### src/rtl/wait_state_responder.sv
`timescale 1ns/1ps
`default_nettype none
// ============================================================================
//  Module   : wait_state_responder
//  Purpose  : Avalon-style memory-mapped responder with a small 16-bit
//             register bank. Every access is stalled for a fixed number of
//             wait states with Waitreq, then acknowledged for one cycle.
//             Out-of-window and read+write requests are acknowledged but
//             counted in a saturating error counter.
//  Ports    : Clock     - system clock, rising edge
//             Resetn    - asynchronous active-low reset
//             ReadData  - read strobe from the initiator
//             WriteData - write strobe from the initiator
//             DataAddr  - 16-bit word address
//             DataOut   - write data from the initiator
//             DataIn    - read data to the initiator
//             Waitreq   - high while the current request is incomplete
//             ErrCount  - saturating count of erroneous requests
//  Revision : 1.0 - initial release
// ============================================================================
module wait_state_responder #(
    parameter logic [15:0] BASE_ADDR   = 16'h1000,
    parameter int unsigned ADDR_BITS   = 4,
    parameter int unsigned WAIT_CYCLES = 2      // legal range 1..15
) (
    input  logic        Clock,
    input  logic        Resetn,
    input  logic        ReadData,
    input  logic        WriteData,
    input  logic [15:0] DataAddr,
    input  logic [15:0] DataOut,
    output logic [15:0] DataIn,
    output logic        Waitreq,
    output logic [7:0]  ErrCount
);

    localparam int unsigned DEPTH = 2 ** ADDR_BITS;

    localparam logic [1:0] c_IDLE = 2'd0;
    localparam logic [1:0] c_WAIT = 2'd1;
    localparam logic [1:0] c_ACK  = 2'd2;

    localparam logic [3:0] c_CNT_INIT = 4'(WAIT_CYCLES - 1);

    logic [1:0]  state_q,   state_d;
    logic [3:0]  cnt_q,     cnt_d;
    logic        rd_q,      rd_d;
    logic        wr_q,      wr_d;
    logic [15:0] addr_q,    addr_d;
    logic [15:0] wdata_q,   wdata_d;
    logic [15:0] data_in_q, data_in_d;
    logic [7:0]  err_q,     err_d;
    logic [15:0] bank_q [DEPTH];
    logic [15:0] bank_d [DEPTH];

    logic                 w_req;
    logic [15:0]          w_offset;
    logic                 w_in_window;
    logic [ADDR_BITS-1:0] w_index;
    logic [7:0]           w_err_inc;

    assign w_req = ReadData | WriteData;

    // A single modular subtraction decodes the window: addresses below the
    // base wrap to a large offset and fall outside, as long as the window
    // itself does not straddle the top of the 16-bit address space.
    assign w_offset    = addr_q - BASE_ADDR;
    assign w_in_window = (32'(w_offset) < DEPTH);
    assign w_index     = w_offset[ADDR_BITS-1:0];

    assign w_err_inc = (err_q == 8'hFF) ? err_q : err_q + 8'd1;

    always_comb begin
        state_d   = state_q;
        cnt_d     = cnt_q;
        rd_d      = rd_q;
        wr_d      = wr_q;
        addr_d    = addr_q;
        wdata_d   = wdata_q;
        data_in_d = data_in_q;
        err_d     = err_q;
        bank_d    = bank_q;

        case (state_q)
            c_IDLE: begin
                if (w_req) begin
                    rd_d    = ReadData;
                    wr_d    = WriteData;
                    addr_d  = DataAddr;
                    wdata_d = DataOut;
                    cnt_d   = c_CNT_INIT;
                    state_d = c_WAIT;
                end
            end

            c_WAIT: begin
                if (!w_req) begin
                    // Initiator abandoned the request: nothing commits.
                    state_d = c_IDLE;
                end else if (cnt_q == 4'd0) begin
                    state_d = c_ACK;
                    // The access itself is performed on the edge into ACK,
                    // using only the copies latched in IDLE.
                    if (rd_q && wr_q) begin
                        data_in_d = 16'hFFFF;
                        err_d     = w_err_inc;
                    end else if (!w_in_window) begin
                        err_d = w_err_inc;
                        if (rd_q) begin
                            data_in_d = 16'h0000;
                        end
                    end else if (rd_q) begin
                        data_in_d = bank_q[w_index];
                    end else begin
                        bank_d[w_index] = wdata_q;
                    end
                end else begin
                    cnt_d = cnt_q - 4'd1;
                end
            end

            c_ACK: begin
                // Always pass through IDLE so a held strobe is re-sampled
                // as a fresh request.
                state_d = c_IDLE;
            end

            default: begin
                state_d = c_IDLE;
            end
        endcase
    end

    always_ff @(posedge Clock or negedge Resetn) begin
        if (!Resetn) begin
            state_q   <= c_IDLE;
            cnt_q     <= 4'd0;
            rd_q      <= 1'b0;
            wr_q      <= 1'b0;
            addr_q    <= 16'h0000;
            wdata_q   <= 16'h0000;
            data_in_q <= 16'h0000;
            err_q     <= 8'h00;
            for (int i = 0; i < DEPTH; i++) begin
                bank_q[i] <= 16'h0000;
            end
        end else begin
            state_q   <= state_d;
            cnt_q     <= cnt_d;
            rd_q      <= rd_d;
            wr_q      <= wr_d;
            addr_q    <= addr_d;
            wdata_q   <= wdata_d;
            data_in_q <= data_in_d;
            err_q     <= err_d;
            for (int i = 0; i < DEPTH; i++) begin
                bank_q[i] <= bank_d[i];
            end
        end
    end

    assign Waitreq  = w_req & (state_q != c_ACK);
    assign DataIn   = data_in_q;
    assign ErrCount = err_q;

endmodule
`default_nettype wire
### config.mk
export PLATFORM = sky130hd
export DESIGN_NAME = wait_state_responder
export DESIGN_NICKNAME = d
export VERILOG_FILES = /design/src/rtl/wait_state_responder.sv
export SDC_FILE = /design/constraint.sdc
export NUM_CORES = 1
export LEC_CHECK = 0
export ABC_AREA = 1
export BUFFER_PORTS_ARGS = -buffer_cell sky130_fd_sc_hd__buf_2
export CAP_MARGIN = 20
export CORE_ASPECT_RATIO = 1.4
export CORE_UTILIZATION = 55
export DETAILED_ROUTE_END_ITERATION = 6
export HOLD_SLACK_MARGIN = 0.1
export PLACE_DENSITY = 0.72
export REMOVE_ABC_BUFFERS = 1
export SYNTH_ARGS = -nofsm -noshare
export SYNTH_HDL_FRONTEND = slang
export SYNTH_SLANG_ARGS = --single-unit
### constraint.sdc
create_clock -name Clock -period 5 [get_ports Clock]
set_clock_uncertainty 0.1 [all_clocks]
set_input_delay 0.25 -clock Clock [delete_from_list [all_inputs] [get_ports Clock]]
set_output_delay 0.25 -clock Clock [all_outputs]
set_load 0.05 [all_outputs]
* Yosys cells after proc, flatten, opt, wreduce, memory -nomap -nowiden *
Index checks and enable logic that the tools add are counted.

word-level totals
  register bits after elaboration = 320
  latch bits = 0
  bits in writable memories = 0
  ROM bits = 0
  output and inout port bits = 25
  word-level logic and storage cells = 76
  memories kept = 0

operators by class
  add/subtract/negate cells = 3
  multiply operators = 0
  divide/modulo/power cells = 0
  $lt $le $gt $ge = 3
  eq/ne operators = 8
  shifts and indexed selects = 0
  mux-type cells = 21
  bitwise gates (word level) = 5
  reduce and logical (&&, ||, !) cells = 12

operators by type and width
  operator                                                                       number
  256-bit bitwise mux                                                            1
  16-bit 2-to-1 mux                                                              7
  16-bit binary-select mux with 4-bit select                                     1
  16-bit demux with 4-bit select                                                 1
  8-bit 2-to-1 mux                                                               3
  16-bit by 5-bit less-than comparator with 1-bit output, second input constant  1
  16-bit by 13-bit subtractor with 16-bit output, second input constant          1
  4-bit 2-to-1 mux                                                               3
  4-bit AND reduction                                                            3
  8-bit by 1-bit adder with 8-bit output, second input constant                  1
  8-bit equality test, second input constant                                     1
  2-bit inequality test, second input constant                                   4
  4-bit case mux with 2 select lines                                             1
  2-bit 2-to-1 mux                                                               3
  6-bit AND reduction                                                            1
  5-bit >= comparator, second input constant                                     1
  5-bit by 1-bit less-than comparator with 1-bit output, second input constant   1
  4-bit NOT with 5-bit output                                                    1
  4-bit logical NOT                                                              1
  2-bit case mux with 2 select lines                                             1
  2-bit AND reduction                                                            2
  2-bit nonzero test                                                             2
  4-bit by 1-bit subtractor with 4-bit output, second input constant             1
  3-bit inequality test, second input constant                                   1
  7 further kinds                                                                9

* Depth between registers and ports, before layout *
Gate-level depths: netlist of run 1.

  word-level depth = 8
  mapped depth = 12
  gate-level depth less buffers = 10

* Worst setup path after synthesis of run 1 *
OpenSTA, ideal clock, no wires.

  kind = flip-flop to flip-flop
  start = register err_q[0], in the netlist ErrCount[0]
  end = register err_q[2], in the netlist ErrCount[2]
  arrival = 1.802 ns
  path slack = 2.967 ns
  stages on the path, launching flop included = 8
  clock period less this slack = 2.033 ns
  cells stage by stage = dfrtp_1 > ha_1 > nand2_1 > nor2_1 > nand3_1 > o21a_1 > nand2_1 > o21ai_0

on the way
  cells in the longest elaborated chain, start to end = 4
  elaborated cells between the ends (all ways) = 5
  classes of those cells = add/sub: 1; eq/ne: 1; mux: 3

RTL lines
  what                                                                                  RTL line  source
  start: declaration                                                                    52        logic [7:0] err_q, err_d;
  start signal: assignment                                                              155       err_q <= err_d;
  8-bit by 1-bit adder with 8-bit output / 8-bit equality test (equally long branches)  71        assign w_err_inc = (err_q == 8'hFF) ? err_q : err_q + 8'd1;
  8-bit 2-to-1 mux (*)                                                                  71
  8-bit 2-to-1 mux                                                                      107       end else if (!w_in_window) begin
  8-bit 2-to-1 mux (*)                                                                  104       if (rd_q && wr_q) begin

Every way passes the cells marked *; elsewhere a longest branch is shown, timed or not. The select of a mux whose other input is x is not followed.
A chain may end at the register's enable or synchronous reset.

* Worst setup path in the final report of run 1 *
  start = register addr_q[0]
  end = register bank_q[13] (netlist bit)

on the way
  cells in the longest elaborated chain, start to end = 7
  elaborated cells between the ends (all ways) = 10
  classes of those cells = add/sub: 1; order compare: 3; mux: 3; bitwise: 1; reduce/logical: 2

RTL lines
  what                                                                                                                       RTL line  source
  start: declaration                                                                                                         49        logic [15:0] addr_q, addr_d;
  start signal: assignment                                                                                                   152       addr_q <= addr_d;
  16-bit by 13-bit subtractor with 16-bit output (*)                                                                         67        assign w_offset = addr_q - BASE_ADDR;
  4-bit NOT with 5-bit output (implied by the code)                                                                          115       bank_d[w_index] = wdata_q;
  5-bit >= comparator (implied by the code) / 5-bit by 1-bit less-than comparator with 1-bit output (equally long branches)  115
  1-bit logical AND (implied by the code)                                                                                    115
  16-bit 2-to-1 mux (implied by the code)                                                                                    115
  16-bit demux with 4-bit select                                                                                             115
  256-bit bitwise mux                                                                                                        115
  end signal: indexed assignment                                                                                             157       bank_q[i] <= bank_d[i];
  end: declaration                                                                                                           53        logic [15:0] bank_q [DEPTH];

Every way passes the cells marked *; elsewhere a longest branch is shown, timed or not.

==> results of run 1 <==
==> path summary, 6_finish.rpt <==
| kind | start | endpoint | slack (ns) | cells after the start |
|---|---|---|---|---|
| min reg2reg | bank_q[232] | bank_q[232] | 0.38 | 2 |
| min in group Clock | DataAddr[6] | addr_q[6] | 0.36 | 4 |
| max | addr_q[0] | bank_q[13] | 1.59 | 7 |
| max reg2reg | addr_q[0] | bank_q[13] | 1.59 | 7 |
| min | Resetn | bank_q[202] | 0.30 | 2 |
| max in group asynchronous | Resetn | addr_q[0] | 2.98 | 3 |
==> cell families (layout without fill, tap and decap cells) <==
family / after synthesis / after routing / synth area share
xor+xnor: 8 / 8 / 0.00455
simple gates: 1057 / 1057 / 0.272
compound gates: 303 / 303 / 0.106
buf+inv: 318 / 379 / 0.0954
fa+ha+maj: 2 / 2 / 0.00163
flops: 320 / 320 / 0.521
==> report_power, final <==
part | switching (mW) | total (mW) | internal (mW)
clock network | 1.04 | 2.57 | 1.53
logic | 2.52 | 3.42 | 0.896
registers | 0.226 | 3.06 | 2.83
total | 3.79 | 9.04 | 5.26
==> flip-flops by register name, summed over array words and instances (netlist names) <==
register / flops
bank_q: 256
DataIn: 16
addr_q: 16
wdata_q: 16
ErrCount: 8
cnt_q: 4
state_q: 2
rd_q: 1
wr_q: 1
==> synth_stat cells, types with 2 or more instances <==
cell type  count
clkbuf_1      45
buf_4          5
nand3_1       26
inv_1        202
dfrtp_1      320
buf_2         23
o21ai_1      130
xor2_1         4
a21oi_1        8
nor3_1         3
o21ai_2       30
nand3_4       10
nand2_1      791
xnor2_1        4
nor2_1       222
buf_1         11
buf_6         28
o21ai_0      132
ha_1           2
inv_2          2
==> placed cells by master, fill, tap and decap left out <==
| cell type | instances |
|---|---|
| nand2_1 | 791 |
| dfrtp_1 | 319 |
| nor2_1 | 220 |
| inv_1 | 200 |
| o21ai_0 | 132 |
| o21ai_1 | 130 |
| buf_2 | 59 |
| clkbuf_16 | 37 |
| dlygate4sd3_1 | 35 |
| o21ai_2 | 30 |
| nand3_1 | 26 |
| buf_4 | 14 |
| nand3_4 | 10 |
| a21oi_1 | 8 |
| clkbuf_1 | 8 |
| clkinv_2 | 7 |
| clkbuf_8 | 5 |
| inv_2 | 4 |
| xor2_1 | 4 |
| xnor2_1 | 4 |
| nor2_2 | 3 |
| nor3_1 | 3 |
| ha_1 | 2 |
| clkinvlp_4 | 2 |
| bufinv_16 | 2 |
| buf_8 | 2 |
| nor3_2 | 1 |
| nand2_2 | 1 |
| nor2_4 | 1 |
| nor2_8 | 1 |
| clkinv_1 | 1 |
| o21a_1 | 1 |
| o31ai_1 | 1 |
| o22ai_1 | 1 |
| dfrtp_2 | 1 |
| buf_6 | 1 |
| buf_16 | 1 |
| buf_12 | 1 |
==> area by class of cell <==
| class | count | share of cell area |
|---|---|---|
| Timing Repair Buffer | 113 | 0.0490 |
| Inverter | 205 | 0.0449 |
| Clock inverter | 11 | 0.00643 |
| Sequential cell | 320 | 0.468 |
| Tap cell | 370 | 0.0270 |
| Clock buffer | 50 | 0.0598 |
| Multi-Input combinational cell | 1370 | 0.345 |
==> critical path, cell delays in order, from the launching register on <==
cell and delay (ns):
dfrtp_2 0.92, buf_4 0.51, nand2_1 0.13, inv_1 0.48, nand3_1 0.50, buf_4 0.38, nand2_1 0.08, o21ai_0 0.09
==> through the flow <==
step	instance area [µm²]	cells	power, mW	worst slack (ns)
detailed placement	15600	2342	6.48	1.63
CTS	17100	2438	9.08	1.58
global placement	15600	2340	6.41	1.76
finish	17100	2439	9.04	1.59
global route	17100	2439	9.62	1.36
floorplan	14700	1895	5.38	0.777
==> routing by layer <==
layer	share of wire	vias to the layer above	track usage
met5	0	-	0
met4	0.032	0	0.103
met3	0.047	84	0.0448
met2	0.51	314	0.517
met1	0.41	5897	0.351
li1	-	6217	-
==> metrics.yaml, run 1 <==
clock_network:
  cts_tree: "yes"
  hold_buffers: 35
  root_buffer: "clkbuf_16"
  clock_sinks: 320
  numCtsBuffers: 34
  insertion_delay_ns: 0.52
  ctsResizeCount: 0
  clkTransAtPathRegs_ns: 0.06
  cts_buffer_depth: 3
  cts_setup_buffers: 0
  h-tree-depth: 2
yosys:
  yosysWarnings: 0
  synth_area_mm2: 0.0154
  synth_ff_type: "dfrtp_1"
  yosysSeqAreaShare: 0.521
  synth-async-reset-ratio: 1.00
  synth_top_area_frac: 0.521
  synthDistinctLibCells: 30
  synth_area_leaders: "dfrtp_1 (52%), nand2_1 (19%), nor2_1 (5.4%)"
  synth_edf_count: 0
  synth.ff_latch_count: 320
  avgSynthCellArea_um2: 7.66
  yosysTopAreaCell: "dfrtp_1"
  syn_inst: 2008
global_routing:
  grt_pass1_vias: 12400
  grt_max_degree: 124
  grt_pass1_wl_mm: 63.4
  antenna_found_initial: 0
  grt.total_usage: 0.288
  grt.overflow.total: 0
route:
  finalWirelength_mm: 38.7
  ant_nets: 0
  routed_via_density: 5.13
  drt_first_iter_violations: 833
  remaining_drc_errors: 0
  firstDrtPassIters: 5
  wl_per_cell_um: 15.9
  vias: 12500
final_layout:
  drive_above_1_share: 0.0884
  final_util: 0.621
  antenna_cells: 0
  regArea_mm2: 0.00801
  nets: 2082
  fill_cells: 2518
  multi_input_area_mm2: 0.00591
  syn_to_final_growth_pct: 11.3
placement:
  gp_congestion: 0.849
  dp_hpwl_mm: 23.5
  portBuffers: 60
die:
  die_w_um: 143
  coreArea_mm2: 0.0276
  die_h_um: 200
  pin_count: 61
  start_util: 0.558
  row_count: 72
  dieArea_mm2: 0.0287
status:
  status: "complete, no violations"
sta:
  rsz0062_at_grt: "no"
  slew_viol_final: 0
  relSlewSlack: 0.255
  finalCriticalPeriod_ns: 3.41
  whs_ns: 0.300
  timing.fmax_mhz: 294
  worstMarginPinSlew_ns: 1.11
  hold_violations: 0
  setup_viol: 0
  final.setup.tns_ns: 0
  finalCritPeriodShare: 0.681
min_path:
  hold_path_class: "input pin to async pin"
critical_path:
  worst_setup_path_start_kind: "flop"
  crit_type: "flop to flop"
  setup.worst_path.end_class: "flop"
  crit_fanout: 42
  crit_arrival_ns: 3.67
  crit_required_ns: 5.26
power_and_ir_drop:
  peakVddDrop_uv: 418
  leakagePower_nw: 8.43
  power.density_mw_per_mm2: 528
flow_run:
  cap_violations: 0
Note: power is estimated with default switching activity, not from simulation.
==> run 2: changes to the inputs <==
--- a/config.mk
+++ b/config.mk
@@ -5,14 +5,14 @@
 export SDC_FILE = /design/constraint.sdc
 export NUM_CORES = 1
 export LEC_CHECK = 0
-export ABC_AREA = 1
+export ABC_AREA = 0
 export BUFFER_PORTS_ARGS = -buffer_cell sky130_fd_sc_hd__buf_2
 export CAP_MARGIN = 20
 export CORE_ASPECT_RATIO = 1.4
 export CORE_UTILIZATION = 55
 export DETAILED_ROUTE_END_ITERATION = 6
 export HOLD_SLACK_MARGIN = 0.1
-export PLACE_DENSITY = 0.72
+export PLACE_DENSITY = 0.75
 export REMOVE_ABC_BUFFERS = 1
 export SYNTH_ARGS = -nofsm -noshare
 export SYNTH_HDL_FRONTEND = slang
==> constraint.sdc (replaced) <==
create_clock -name Clock -period 2.7 [get_ports Clock]
set_clock_uncertainty 0.1 [all_clocks]
set_input_delay 0.135 -clock Clock [delete_from_list [all_inputs] [get_ports Clock]]
set_output_delay 0.135 -clock Clock [all_outputs]
set_load 0.05 [all_outputs]
==> run 2 against run 1 <==
  * Die area fell by 2.1%
  * Critical path type unchanged
  * Register-to-register slack got worse by 1.5 ns
  * Clock power rose by 72%
==> metrics.yaml, run 2 <==
status:
  status: "complete, no violations"
sta:
  whs_ns: 0.120  # -0.181 ns
  timing.fmax_mhz: 390  # +33%
  relSlewSlack: 0.276  # +0.0216
  rsz0062_at_grt: "no"
  finalCritPeriodShare: 0.950  # +0.269
  setup_viol: 0  # unchanged
  hold_violations: 0  # unchanged
  final.setup.tns_ns: 0  # unchanged
  slew_viol_final: 0  # unchanged
  fin_ws_ns: 0.134  # -1.46 ns
  worstMarginPinSlew_ns: 1.08  # -0.0366 ns
  finalCriticalPeriod_ns: 2.57  # -0.840 ns
yosys:
  yosysWarnings: 0  # unchanged
  synth_top_area_frac: 0.532  # +0.0112
  synth.ff_latch_count: 320  # unchanged
  synth.most_common_cell: "dfrtp_1"
  synth_area_leaders: "dfrtp_1 (53%), mux2_2 (14%), mux2_4 (10%)"
  synth_xor_area_frac: 0.00407  # -0.000483
  synthMuxAreaShare: 0.335  # +0.335
  synth_top_family_by_area: "multiplexers"
  syn_inst: 987  # -51%
  synthAdderAreaFrac: 0.00166  # +0.0000351
  synth_area_mm2: 0.0151  # -2.1%
  synth_compound_area_frac: 0.0396  # -0.0668
  synthDistinctLibCells: 48  # +60%
  synth_edf_count: 0  # unchanged
  yosysSeqAreaShare: 0.532  # +0.0112
  yosysTopAreaCell: "dfrtp_1"
  synth_ff_type: "dfrtp_1"
  avgSynthCellArea_um2: 15.3  # +99%
  synth-async-reset-ratio: 1.00  # unchanged
  synth_common_cells: "dfrtp_1 (320), mux2_2 (192), mux2_4 (100)"
  synthSimpleGateAreaFrac: 0.0579  # -0.214
final_layout:
  syn_to_final_growth_pct: 15.3
  largest_register: "bank_q"
  mostFrequentLayoutCell: "dfrtp_1"
  antenna_cells: 0  # unchanged
  nets: 1140  # -45%
  drive_above_1_share: 0.458  # +0.369
  final_cells: 1492  # -39%
  fin_area_mm2: 0.0174  # +1.4%
  largest_reg_flops: 256  # unchanged
  layout_common_cells: "dfrtp_1 (318), mux2_2 (192), mux2_4 (100), mux2i_1 (64), buf_2 (60)"
  final_util: 0.645  # +0.0238
route:
  wl_per_cell_um: 22.5  # +42%
  firstDrtPassIters: 5  # unchanged
  remaining_drc_errors: 0  # unchanged
  finalWirelength_mm: 33.5  # -13%
  ant_nets: 0  # unchanged
  routed_via_density: 5.93  # +16%
  vias: 8843  # -29%
  drt_first_iter_violations: 474  # -43%
die:
  coreArea_mm2: 0.0269  # -2.4%
  dieArea_mm2: 0.0281  # -2.1%
  die_h_um: 198  # -1.1%
  row_count: 71  # -1.4%
  die_w_um: 142  # -1.0%
  start_util: 0.559  # +0.00138
  pin_count: 61  # unchanged
power_and_ir_drop:
  peakVddDrop_uv: 525  # +25%
  power.total_mw: 14.5  # +61%
  power.density_mw_per_mm2: 838  # +59%
  leakagePower_nw: 8.22  # -2.5%
critical_path:
  crit_required_ns: 3.04  # -2.22 ns
  cp_common_cell: "buf_4"
  crit_fanout: 16  # -62%
  slowest_stage: "nor4_2"
  slowest_delay_ns: 0.49  # -0.43 ns
  crit_type: "flop to flop"
  path_cells: "nor4_2 -> nand3_4 -> buf_4 -> nor4_4 -> buf_4 -> mux2_2"
  cp_top_family: "simple AND/OR/NAND/NOR gates"
  crit_arrival_ns: 2.90  # -0.77 ns
  crit_buf_inv: 2  # -1
  setup.worst_path.end_class: "flop"
  worst_setup_path_start_kind: "flop"
global_routing:
  grt_pass1_vias: 9511  # -23%
  grt.overflow.total: 0  # unchanged
  grt_max_degree: 75  # -40%
  grt_pass1_wl_mm: 53.7  # -15%
  grt.total_usage: 0.251  # -0.0370
  antenna_found_initial: 0  # unchanged
placement:
  dp_hpwl_mm: 21.7  # -7.7%
  gp_congestion: 0.793  # -6.6%
  portBuffers: 60  # unchanged
  pre_cts_ws_ns: 0.204  # -1.42 ns
  dpl.cell_count: 1397  # -40%
  placed_area_mm2: 0.0159  # +2.0%
clock_network:
  numCtsBuffers: 31  # -8.8%
  root_buffer: "clkbuf_16"
  clkTransAtPathRegs_ns: 0.06  # about the same
  ctsResizeCount: 0  # unchanged
  h-tree-depth: 1  # -1
  cts_buffer_depth: 3  # unchanged
  insertion_delay_ns: 0.57  # +0.05 ns
  cts_setup_buffers: 0  # unchanged
  cts_tree: "yes"
  clock_sinks: 320  # unchanged
min_path:
  hold_path_class: "input pin to async pin"
flow_run:
  cap_violations: 0  # unchanged
-- run 2: worst paths after layout --
check / end / start / cells after the start / slack (ns)
min: bank_q[240] / Resetn / 3 / 0.12
max: bank_q[52] / addr_q[10] / 6 / 0.13
min in group Clock: wdata_q[5] / DataOut[5] / 3 / 0.23
max reg2reg: bank_q[52] / addr_q[10] / 6 / 0.13
min reg2reg: bank_q[252] / bank_q[252] / 1 / 0.39
max in group asynchronous: bank_q[204] / Resetn / 3 / 1.99
-- run 2: power by group --
| group | internal (mW) | switching [mW] | total, mW |
|---|---|---|---|
| Clock | 2.60 | 1.82 | 4.41 |
| Combinational | 1.48 | 2.34 | 3.82 |
| Sequential | 5.25 | 1.07 | 6.31 |
| Total | 9.33 | 5.22 | 14.5 |
-- run 2: cell families after synthesis --
logic type	after synthesis
AND/OR/NAND/NOR	110
XOR/XNOR	7
flip-flops	320
buffers and inverters	77
multiplexers	390
AO/OA/AOI/OAI	81
adder cells (fa/ha/maj)	2
-- run 2: layout make-up --
| class | instances | area (µm²) |
|---|---|---|
| Timing Repair Buffer | 152 | 1220 |
| Clock buffer | 48 | 910 |
| Multi-Input combinational cell | 590 | 6610 |
| Inverter | 7 | 26.3 |
| Sequential cell | 320 | 8010 |
| Fill cell | 1930 | 9550 |
| Clock inverter | 10 | 133 |
| Tap cell | 365 | 457 |
-- run 2: worst reg2reg max path: cells and delay by family (launching register included) --
| family | cells | cell delay [ns] |
|---|---|---|
| buffers and inverters | 2 | 0.56 |
| flip-flops | 1 | 0.39 |
| multiplexers | 1 | 0.36 |
| AND/OR/NAND/NOR | 3 | 1.03 |
-- run 2: timing repair --
item                                    CTS  global route
endpoints found under the hold margin   356             0
hold buffers                             36             0
endpoints found under the setup margin    0             0
-- run 2: metal layers --
metal / GRT usage / vias to the layer above / wire [µm]
li1: - / 3879 / -
met1: 0.316 / 4679 / 13600
met2: 0.438 / 203 / 17500
met3: 0.0273 / 82 / 1120
met4: 0.112 / 0 / 1370
met5: 0 / - / 0
